## config.mk

```make
export PLATFORM = sky130hd
export DESIGN_NAME = wb_regfile_stage
export DESIGN_NICKNAME = d
export VERILOG_FILES = /design/src/rtl/wb_regfile_stage.sv
export SDC_FILE = /design/constraint.sdc
export NUM_CORES = 1
export LEC_CHECK = 0
export ABC_AREA = 0
export ABC_CLOCK_PERIOD_IN_PS = 4900
export CORE_MARGIN = 2
export CORE_UTILIZATION = 61
export DETAILED_ROUTE_END_ITERATION = 6
export PLACE_DENSITY = 0.81
export SYNTH_ARGS = -nofsm -noshare
export SYNTH_HDL_FRONTEND = slang
export SYNTH_SLANG_ARGS = --single-unit
```

## constraint.sdc

```tcl
create_clock -name clk -period 4.9 [get_ports clk]
set_clock_uncertainty 0.2 [all_clocks]
set_input_delay 1.225 -clock clk [delete_from_list [all_inputs] [get_ports clk]]
set_output_delay 1.225 -clock clk [all_outputs]
set_load 0.01 [all_outputs]
```

## src/rtl/wb_regfile_stage.sv

```systemverilog
// wb_regfile_stage
//   Writeback / register-file stage that sits directly after execute.
//   - Commits execute results into a 2**AW entry register file.
//   - Two combinational read ports with zero-latency write-to-read bypass.
//   - One busy bit per register tracks in-flight writers; hazard_o asks
//     decode to hold while an operand or the destination is still pending.
//   - A taken branch becomes a one-cycle registered PC redirect.
//
// Ports
//   clk, rst        : clock, synchronous active-high reset
//   wb_en_i         : execute result valid for register write
//   wb_addr_i       : destination register of the execute result
//   wb_data_i       : execute result (branch target when branch_en_i=1)
//   branch_en_i     : taken branch reported by execute
//   ra_addr_i/ra_data_o, rb_addr_i/rb_data_o : bypassed read ports
//   issue_i, issue_wb_i, issue_addr_i, kill_i : decode issue request
//   hazard_o        : decode must hold this cycle
//   pc_load_o       : PC redirect strobe (one cycle)
//   pc_target_o     : redirect target, holds its last value
//   retire_cnt_o    : count of committed register writes (wraps)
//
// Handshake: decode presents issue_i with its operands; the issue is taken
// in a cycle where hazard_o=0 and kill_i=0. While hazard_o=1 decode keeps
// the same request asserted and nothing in this stage changes for it.

module wb_regfile_stage #(
  parameter int DW  = 32,
  parameter int AW  = 4,
  parameter int PCW = 16
) (
  input  logic           clk,
  input  logic           rst,
  input  logic           wb_en_i,
  input  logic [AW-1:0]  wb_addr_i,
  input  logic [DW-1:0]  wb_data_i,
  input  logic           branch_en_i,
  input  logic [AW-1:0]  ra_addr_i,
  input  logic [AW-1:0]  rb_addr_i,
  output logic [DW-1:0]  ra_data_o,
  output logic [DW-1:0]  rb_data_o,
  input  logic           issue_i,
  input  logic           issue_wb_i,
  input  logic [AW-1:0]  issue_addr_i,
  input  logic           kill_i,
  output logic           hazard_o,
  output logic           pc_load_o,
  output logic [PCW-1:0] pc_target_o,
  output logic [31:0]    retire_cnt_o
);

  localparam int NREG = 1 << AW;

  logic [DW-1:0]   regs [NREG];
  logic [NREG-1:0] busy;
  logic [NREG-1:0] busy_eff;
  logic [NREG-1:0] busy_next;
  logic            sb_set;
  logic            pc_load;
  logic [PCW-1:0]  pc_target;
  logic [31:0]     retire_cnt;

  // Read ports: a same-cycle write to the addressed register is forwarded.
  always_comb begin
    ra_data_o = regs[ra_addr_i];
    rb_data_o = regs[rb_addr_i];
    if (wb_en_i && (wb_addr_i == ra_addr_i)) ra_data_o = wb_data_i;
    if (wb_en_i && (wb_addr_i == rb_addr_i)) rb_data_o = wb_data_i;
  end

  // A register being written back this cycle is already resolved, so it
  // does not count as busy for the hazard check.
  always_comb begin
    busy_eff = busy;
    if (wb_en_i) busy_eff[wb_addr_i] = 1'b0;
  end

  assign hazard_o = issue_i & (busy_eff[ra_addr_i] | busy_eff[rb_addr_i] |
                               (issue_wb_i & busy_eff[issue_addr_i]));

  assign sb_set = issue_i & issue_wb_i & ~kill_i & ~hazard_o;

  // Clear first, then set, so a new writer to the register retiring this
  // cycle keeps its busy bit.
  always_comb begin
    busy_next = busy;
    if (wb_en_i) busy_next[wb_addr_i] = 1'b0;
    if (sb_set)  busy_next[issue_addr_i] = 1'b1;
  end

  always_ff @(posedge clk) begin
    if (rst) begin
      for (int i = 0; i < NREG; i++) regs[i] <= '0;
      busy       <= '0;
      pc_load    <= 1'b0;
      pc_target  <= '0;
      retire_cnt <= '0;
    end else begin
      if (wb_en_i) begin
        regs[wb_addr_i] <= wb_data_i;
        retire_cnt      <= retire_cnt + 32'd1;
      end
      busy    <= busy_next;
      pc_load <= branch_en_i;
      if (branch_en_i) pc_target <= wb_data_i[PCW-1:0];
    end
  end

  assign pc_load_o    = pc_load;
  assign pc_target_o  = pc_target;
  assign retire_cnt_o = retire_cnt;

endmodule

```

==> results.md, run 1 <==
- Status: finished clean
- CP max FO: 6
- CP required: 3470 ps
- Cell Rows: 82
- Post-synth ARST share: 0%
- Initial DRC count: 2972
- First-pass GRT wire length: 137500 um
- Reg clk slew, reported paths: 60 ps
- Ys Warns: 0
- Most common flop cell mapped by yosys: edfxtp_1
- Mapped Cells: 1978
- Avg WL per Cell: 32.06 um
- Critical Path End Type: primary output
- Largest net degree at the start of global routing: 64
- Crit share post-route: 99.37%
- Filler cells: 2993
- Cell area after synthesis: 30650 um2
- Startpoint types: primary input
- Tot Pwr: 11.94 mW
- CTS buffer count: 59
- Power Density: 326.4 nW/um2
- Total clock sinks: 577
- Mean Syn Cell Area: 15.49 um2
- Layout cells sized above 1: 31.37%
- Root buffer cell: clkbuf_16
- Commonest non-fill, non-tap cells in the layout: 516 x and2_1, 512 x edfxtp_1, 324 x mux4_2
- Crit-path max cell delay: 540 ps
- Worst r2r src: retire_cnt_o[4]$_SDFFE_PP0P_
- Synthesized flop and latch total: 577
- Post-DP HPWL: 52550 um
- Final setup fails: 0
- Commonest non-fill, non-tap cell in the layout: and2_1
- Number of synthesized flops with an enable pin: 512
- Crit-path cells: dlygate4sd2_1, buf_6, buf_4, nand3_4, o21ai_0, mux4_2, o22ai_2, a211oi_4, a31oi_1, clkdlybuf4s15_2
- Slowest-stage cell, CP: mux4_2
- Setup slack, reg-to-reg: 2350 ps
- CTS Hold Bufs: 0
- Hold EP: pc_target_o[3]$_SDFFE_PP0P_
- Peak Freq: 205.4 MHz
- Met2 Usage GRT: 57.68%
- I/O Pins: 169
- Fin util: 73.39%
- Worst reg2reg path depth: 7
- Leakage: 12.76 nW
- Placed instance area: 34390 um2
- DIE HEIGHT: 228.1 um
- Area Growth Syn to Fin: 19.40%
- Vias in the first global route: 20780
- Grt met3 use: 8.413%
- Capturing point of the worst reg2reg path: retire_cnt_o[26]$_SDFFE_PP0P_
- Slew headroom: 42.70%
- DRC: 0
- Critical path class: in -> out
- Hold depth: 2
- Final hold violations: 0
- RSZ-0062 raised after global routing: true
- Met1 Resource Use GR: 49.34%
- GRT busiest layer: met2
- IO buf count: 168
- Peak VDD IR: 0.2777 mV
- Global route overflow: 0
- WL final: 93570 um
- Sequential share of the synthesized area: 54.41%
- Core area: 49860 um2
- Worst-Margin Slew: 852.9 ps
- Routed vias/inst: 6.972
- RD Place Congestion: 0.8789
- Syn nets: 2034
- ANT nets after route: 0
- Die W: 228.1 um
- Die Area: 52050 um2
- DR vias: 20340
- DR pass1 iterations: 5
- Initial core utilization: 61.46%
- Initial antenna violation count: 5
- Clock Latency Late Sink: 650 ps
- Final non-filler cell area: 36590 um2
- Worst Hold Launch: pc_target_o[3]$_SDFFE_PP0P_
- Total GRT Usage: 36.53%
- CTS tree: yes
- Hold/Removal Path Class: reg -> reg
- H-tree depth reported by CTS: 2
- Yosys cell types: 52
- Clk buf depth: 3
- Worst Path Arrival: 3440 ps
- Post-layout minimum cycle time: 4869 ps
- Max Slew Vio Count: 0
- Max Cap Viol: 0
- Nets: 2249
==> worst max-delay path, delay by kind of cell <==
kind	cells	cell delay (ps)
buffers and inverters	4	840
AO/OA/AOI/OAI	4	700
multiplexers	1	540
AND/OR/NAND/NOR	1	130
==> layer usage <==
| metal | routed length [um] | part of all wire, % | vias to the layer above |
|---|---|---|---|
| li1 | - | - | 8053 |
| met1 | 32050 | 34 | 10230 |
| met2 | 44380 | 47 | 1711 |
| met3 | 12510 | 13 | 344 |
| met4 | 4612 | 4.9 | 2 |
| met5 | 13 | 0.014 | - |
==> logic make-up (layout without fill, tap and decap cells) <==
| kind of cell | count (synthesis) | count (layout) | synth area share (%) |
|---|---|---|---|
| muxes | 408 | 408 | 26.81 |
| DFF | 577 | 577 | 54.41 |
| buffers and inverters | 194 | 457 | 2.588 |
| adders and majority gates | 1 | 1 | 0.04082 |
| other | 0 | 5 | 0 |
| AOI/OAI and AO/OA | 78 | 78 | 1.866 |
| xor gates and xnor gates | 38 | 38 | 1.086 |
| and+or+nand+nor | 682 | 682 | 13.19 |
==> cell usage after synthesis (12+ instances only) <==
cell / count / area (um2)
xor2_1: 29 / 254.0
o22ai_1: 17 / 106.4
clkbuf_1: 143 / 536.8
nand2_1: 27 / 101.4
mux4_2: 324 / 7297
dfxtp_1: 65 / 1301
buf_2: 25 / 125.1
mux2_2: 64 / 720.7
edfxtp_1: 512 / 15370
o21bai_1: 17 / 127.6
nand3_1: 12 / 60.06
and2_1: 516 / 3228
mux2i_1: 20 / 200.2
nor2_1: 69 / 259.0
buf_1: 12 / 45.04
==> stage by stage <==
stage,hold WS (ps),setup TNS (ps),std cells,setup slack [ps]
finish,291.5,0,2918,30.64
global route,324.4,-9.906,2916,-9.906
CTS,299.8,-109.5,2913,-109.5
detailed placement,283.3,-14090,2790,-573.5
floorplan,276.9,0,1978,159.8
global placement,272.9,-13210,2790,-584.4
==> layout make-up <==
class / count / area [um2] / share of cell area [%]
Tap cell: 672 / 840.8 / 2.298
Multi-Input combinational cell: 1207 / 13510 / 36.91
Inverter: 8 / 32.53 / 0.08890
Sequential cell: 577 / 16680 / 45.57
Clock inverter: 31 / 311.5 / 0.8514
Antenna cell: 5 / 12.51 / 0.03419
Clock buffer: 78 / 1558 / 4.257
Timing Repair Buffer: 340 / 3656 / 9.991
==> power by group <==
group	leakage, nW	switching (mW)	internal (mW)
clock network	0.899	1.94	2.50
logic	6.43	0.836	0.893
registers	5.43	0.151	5.63
total	12.8	2.92	9.02
==> registers in the layout, summed over array words and instances, names as in the netlist <==
register	count
busy	16
pc_load_o	1
pc_target_o	16
regs	512
retire_cnt_o	32
==> what timing repair did <==
action / 4_1_cts / 5_1_grt
resized for setup: 93 / 11
hold endpoints to repair: 0 / 0
pin swaps: 4 / 2
buffers inserted: 9 / 0
cloned: 5 / 0
setup endpoints to repair: 65 / 27
==> worst max-delay path by stage <==
stage,from,end,cells after the start
floorplan,ra_addr_i[1],ra_data_o[11],6
global placement,wb_addr_i[1],hazard_o,8
CTS,wb_addr_i[0],hazard_o,8
finish,wb_addr_i[1],hazard_o,10
global route,wb_addr_i[1],hazard_o,11
detailed placement,wb_en_i,hazard_o,10
No activity file was read; power rests on OpenSTA's default activity.
==> run 2, diff against run 1 <==
--- a/config.mk
+++ b/config.mk
@@ -7,7 +7,7 @@
 export LEC_CHECK = 0
 export ABC_AREA = 0
 export ABC_CLOCK_PERIOD_IN_PS = 4900
-export CORE_MARGIN = 2
+export CORE_MARGIN = 4
 export CORE_UTILIZATION = 61
 export DETAILED_ROUTE_END_ITERATION = 6
 export PLACE_DENSITY = 0.81
==> run 2 against run 1 <==
Clock-buffer cell count increased by 2. Global-route usage decreased by 0.63 points. Power increased by 2.0%. Critical path depth decreased by 4. Sequential share of layout area decreased by 0.27 points. Setup slack improved by 6.7 ps. Die area increased by 3.5%. Non-clock buffer count increased by 15. Combinational power increased by 2%. Final area increased by 0.61%. Highest routed layer is now met4.
==> results.md, run 2 (synthesis results as in run 1) <==
- CP max FO: 6
- Commonest non-fill, non-tap cell in the layout: and2_1
- Initial DRC count: 3233
- Post-layout minimum cycle time: 4863 ps
- I/O Pins: 169
- Total GRT Usage: 35.90%
- Final setup fails: 0
- CP required: 3470 ps
- Hold depth: 2
- WL final: 96110 um
- Die W: 232.1 um
- Worst reg2reg path depth: 7
- RD Place Congestion: 0.8892
- Filler cells: 2909
- Leakage: 12.88 nW
- Peak Freq: 205.6 MHz
- Root buffer cell: clkbuf_16
- Tot Pwr: 12.18 mW
- Status: finished clean
- Sequential Power Share: 47.5%
- Layout cells sized above 1: 32.40%
- Routed vias/inst: 7.052
- Critical Path End Type: primary output
- Worst r2r src: retire_cnt_o[2]$_SDFFE_PP0P_
- Power Density: 330.9 nW/um2
- Hold/Removal Path Class: reg -> reg
- IO buf count: 168
- Top register by number of flip-flops: regs
- DR pass1 iterations: 5
- Post-DP HPWL: 55500 um
- Initial antenna violation count: 4
- Vias in the first global route: 21110
- Largest net degree at the start of global routing: 65
- Max Cap Viol: 0
- CTS tree: yes
- Area Growth Syn to Fin: 20.12%
- First-pass GRT wire length: 139600 um
- Commonest non-fill, non-tap cells in the layout: 516 x and2_1, 512 x edfxtp_1, 324 x mux4_2
- Comb pwr share: 14.5%
- Max Slew Vio Count: 0
- Setup slack, reg-to-reg: 2340 ps
- Initial core utilization: 62.22%
- Slew headroom: 20.52%
- Setup WS post-layout: 37.30 ps
- Setup TNS: 0 ps
- Final hold violations: 0
- CTS buffer count: 59
- Global route overflow: 0
- Crit share post-route: 99.24%
- Startpoint types: primary input
- Capturing point of the worst reg2reg path: retire_cnt_o[26]$_SDFFE_PP0P_
- Total clock sinks: 577
- Peak VDD IR: 0.3181 mV
- DRC: 0
- Die Area: 53890 um2
- DR vias: 20620
- Reg clk slew, reported paths: 60 ps
- Number of flip-flops in the largest register: 512
- Final non-filler cell area: 36810 um2
- Pre-CTS setup slack: -518.5 ps
- Core area: 49250 um2
- CTS Hold Bufs: 0
- Worst-Margin Slew: 1189 ps
- Clk buf depth: 3
- Internal power: 9.215 mW
- Placed instance area: 34470 um2
- Switching Share: 24.36%
- Hold EP: pc_target_o[1]$_SDFFE_PP0P_
- Avg WL per Cell: 32.87 um
- Worst Hold Launch: pc_target_o[1]$_SDFFE_PP0P_
- P_sw: 2.968 mW
- Clock power share: 38.0%
- ANT nets after route: 0
- Clock Latency Late Sink: 620 ps
- Hold Slack: 290.5 ps
- Cell Rows: 81
- Critical path class: in -> out
- DIE HEIGHT: 232.1 um
- Nets: 2264
- RSZ-0062 raised after global routing: false
- Worst Path Arrival: 3440 ps
- H-tree depth reported by CTS: 2
## run 2: cell count changes in the layout (fill, tap and decap cells not counted), moves of 2 or more
cell,delta
clkinv_1,-9
dlygate4sd2_1,-23
buf_16,-3
clkdlybuf4s50_1,+22
inv_6,+2
nor2_2,+2
nor2_4,-2
clkinv_2,+6
clkbuf_8,+2
bufinv_16,+2
buf_4,+13
diode_2,-4
## run 2: power by group through the flow
stage	combinational [mW]	clock [mW]	sequential [mW]
2_1_floorplan	0.990	0	5.82
3_3_place_gp	1.71	0	5.82
3_5_place_dp	1.73	0	5.86
4_1_cts	1.74	4.64	5.77
5_1_grt	1.83	4.85	5.80
6_report	1.77	4.63	5.79
## run 2: through the flow
step / cells / util [%]
5_1_grt: 2924 / 74.74
3_3_place_gp: 2794 / 69.99
3_5_place_dp: 2794 / 69.99
2_1_floorplan: 1978 / -
6_report: 2924 / 74.74
4_1_cts: 2916 / 74.45
## run 2: cell type report
type                    count  area, um2  share of cell area [%]
diodes                      1      2.502                0.006797
clock buffers              80       1597                   4.337
clock inverters            32      381.6                   1.037
inverters                   8      32.53                 0.08837
multi-input cells        1207      13510                   36.69
flip-flops and latches    577      16680                   45.30
well taps                 664      830.8                   2.257
repair buffers            355       3789                   10.29
## run 2: routing by layer
| layer | track usage (%) | part of all wire, % | wire length, um |
|---|---|---|---|
| met5 | 0 | 0 | 0 |
| met4 | 14.37 | 4.8 | 4614 |
| met3 | 7.618 | 13 | 12290 |
| met2 | 57.58 | 48 | 46030 |
| met1 | 48.96 | 35 | 33180 |
## run 2: worst max path at each step
stage                             from       endpoint  slack, ps  cells after the start
after floorplan           ra_addr_i[1]  ra_data_o[11]        160                      6
after CTS                      wb_en_i       hazard_o        -40                      9
after global placement    wb_addr_i[0]       hazard_o       -500                      8
after global routing      rb_addr_i[0]  rb_data_o[12]          2                      9
final                     rb_addr_i[0]   rb_data_o[3]         40                      6
after detailed placement  wb_addr_i[0]       hazard_o       -520                      8
## run 2: critical path, stage by stage
cell,delay (ps)
clkbuf_8,190
buf_4,170
mux4_2,510
mux4_2,560
mux2_2,290
clkdlybuf4s50_1,490
## run 2: what timing repair did
item,CTS,global route
gates cloned,5,0
pin swaps,3,7
resized for setup,59,23
buffers inserted,5,7
setup endpoints to repair,65,46
endpoints found under the hold margin,0,0
==> run 3, diff against run 2 <==
--- a/config.mk
+++ b/config.mk
@@ -7,6 +7,7 @@
 export LEC_CHECK = 0
 export ABC_AREA = 0
 export ABC_CLOCK_PERIOD_IN_PS = 4900
+export CORE_ASPECT_RATIO = 1.2
 export CORE_MARGIN = 4
 export CORE_UTILIZATION = 61
 export DETAILED_ROUTE_END_ITERATION = 6
==> run 3 against run 2 <==
The flow now finishes with violations (setup timing). Clock power fell by 6.7%. Final area down 0.88%. Die area is essentially flat. Sequential share of layout area rose by 0.40 points. Combinational power decreased by 3%. Routed wire length shrank 5.4%. Global-route usage is 1.9 points lower. Largest cell class unchanged. Highest routed layer is now met5.
==> results.md, run 3 (synthesis results as in run 1) <==
- Status: complete, but fails checks
- Failing checks: setup timing
- Clock power share: 36.6%
- Peak VDD IR: 0.2952 mV
- Reg area: 16680 um2
- Total clock sinks: 577
- Final non-filler cell area: 36490 um2
- RSZ-0062 raised after global routing: true
- Initial core utilization: 61.99%
- H-tree depth reported by CTS: 2
- Startpoint types: primary input
- Met1 Resource Use GR: 43.49%
- Commonest non-fill, non-tap cell in the layout: and2_1
- Largest net degree at the start of global routing: 87
- Total GRT Usage: 34.01%
- CP delay by family, top: buffers and inverters
- Cell Rows: 89
- Worst-Margin Slew: 1236 ps
- CTS buffer count: 57
- Die Area: 53910 um2
- Hold/Removal Path Class: reg -> reg
- Initial DRC count: 2381
- CTS Hold Bufs: 0
- Max Cap Viol: 0
- Leakage: 12.79 nW
- Vias in the first global route: 21000
- Root buffer cell: clkbuf_16
- Tot Pwr: 11.81 mW
- Top register by number of flip-flops: regs
- RD Place Congestion: 0.8802
- Commonest non-fill, non-tap cells in the layout: 516 x and2_1, 512 x edfxtp_1, 324 x mux4_2
- Global route overflow: 0
- Switching Share: 24.15%
- Footprint of the multi-input gates: 13490 um2
- DR pass1 iterations: 6
- Peak Freq: 201.5 MHz
- Routed vias/inst: 6.930
- Reg clk slew, reported paths: 60 ps
- WL final: 90880 um
- Avg WL per Cell: 31.61 um
- CP max FO: 5
- Max Slew Vio Count: 0
- Sequential Power Share: 48.9%
- CP required: 3470 ps
- Number of flip-flops in the largest register: 512
- Final setup fails: 1
- Pre-CTS setup slack: -540.8 ps
- DR vias: 19920
- GRT busiest layer: met2
- Core area: 49440 um2
- Slowest-stage cell, CP: or4_4
- Power Density: 323.7 nW/um2
- Layout cells sized above 1: 31.55%
- P_sw: 2.852 mW
- Critical Path End Type: primary output
- DIE HEIGHT: 253.5 um
- Clock Latency Late Sink: 610 ps
- First-pass GRT wire length: 133900 um
- WP buf/inv: 3
- Post-layout minimum cycle time: 4963 ps
- Final hold violations: 0
- Die W: 212.6 um
- Slew headroom: 17.32%
- Crit-path max cell delay: 570 ps
- Worst Path Arrival: 3540 ps
- Filler cells: 2985
- CTS tree: yes
- Comb pwr share: 14.5%
- Hold Slack: 287.2 ps
- Fin util: 73.80%
- ANT nets after route: 0
- Post-DP HPWL: 54910 um
- N_diodes: 0
- Internal power: 8.958 mW
- Initial antenna violation count: 1
- DRC: 0
- Crit-path cells: clkdlybuf4s50_1, nand3b_1, buf_4, o211ai_1, o2111ai_1, a41oi_1, or4_4, a31oi_2, clkdlybuf4s15_2
- Crit share post-route: 101.3%
- Clk buf depth: 3
- Area Growth Syn to Fin: 19.06%
- I/O Pins: 169
- IO buf count: 168
- Setup WS post-layout: -62.75 ps
- Met2 Usage GRT: 57.60%
- Grt met3 use: 5.816%
- Nets: 2249
- Placed instance area: 34340 um2
- Critical path class: in -> out
run 3: cell type report:
class / count / area share (%)
multi-input combinational: 1207 / 36.96
clock inverter: 33 / 0.8058
tap: 637 / 2.184
clock buffer: 71 / 4.139
inverter: 8 / 0.08230
timing repair buffer: 342 / 10.12
sequential: 577 / 45.70
run 3: final timing paths:
kind	from	end	slack [ps]	depth (start not counted)
setup / recovery	wb_addr_i[0]	hazard_o	-60	9
hold / removal	pc_target_o[13]$_SDFFE_PP0P_	pc_target_o[13]$_SDFFE_PP0P_	290	2
setup reg to reg	retire_cnt_o[2]$_SDFFE_PP0P_	retire_cnt_o[26]$_SDFFE_PP0P_	2310	7
hold reg to reg	pc_target_o[13]$_SDFFE_PP0P_	pc_target_o[13]$_SDFFE_PP0P_	290	2
run 3: power groups by stage:
stage                     Combinational [mW]  Clock, mW  Sequential (mW)
after global routing                    1.79       4.55             5.79
after CTS                               1.71       4.34             5.76
after floorplan                        0.990          0             5.82
after detailed placement                1.73          0             5.86
after global placement                  1.70          0             5.82
final                                   1.72       4.32             5.77
run 3: routing by layer:
| metal | up-vias | share of wire (%) | routed length (um) |
|---|---|---|---|
| li1 | 8065 | - | - |
| met1 | 10170 | 33 | 30060 |
| met2 | 1415 | 51 | 46640 |
| met3 | 276 | 10 | 9532 |
| met4 | 2 | 5.1 | 4634 |
| met5 | - | 0.014 | 13 |
run 3: repair_timing:
item                                    CTS  global route
gates resized for setup                 100            20
endpoints found under the setup margin   65            11
hold endpoints to repair                  0             0
pin swaps                                 3             2
gates cloned                              4             1
buffers inserted                          7             4
run 3: stage by stage:
step           cells  setup TNS (ps)
6_report        2875          -62.75
5_1_grt         2875          -133.8
4_1_cts         2870          -739.2
3_5_place_dp    2755          -17660
3_3_place_gp    2755          -16130
2_1_floorplan   1978               0
run 3: worst reg2reg max path: cells and delay by family, from the launching register on:
kind / cells / cell delay (ps)
flops: 1 / 400
xor+xnor: 1 / 170
simple gates: 6 / 1670
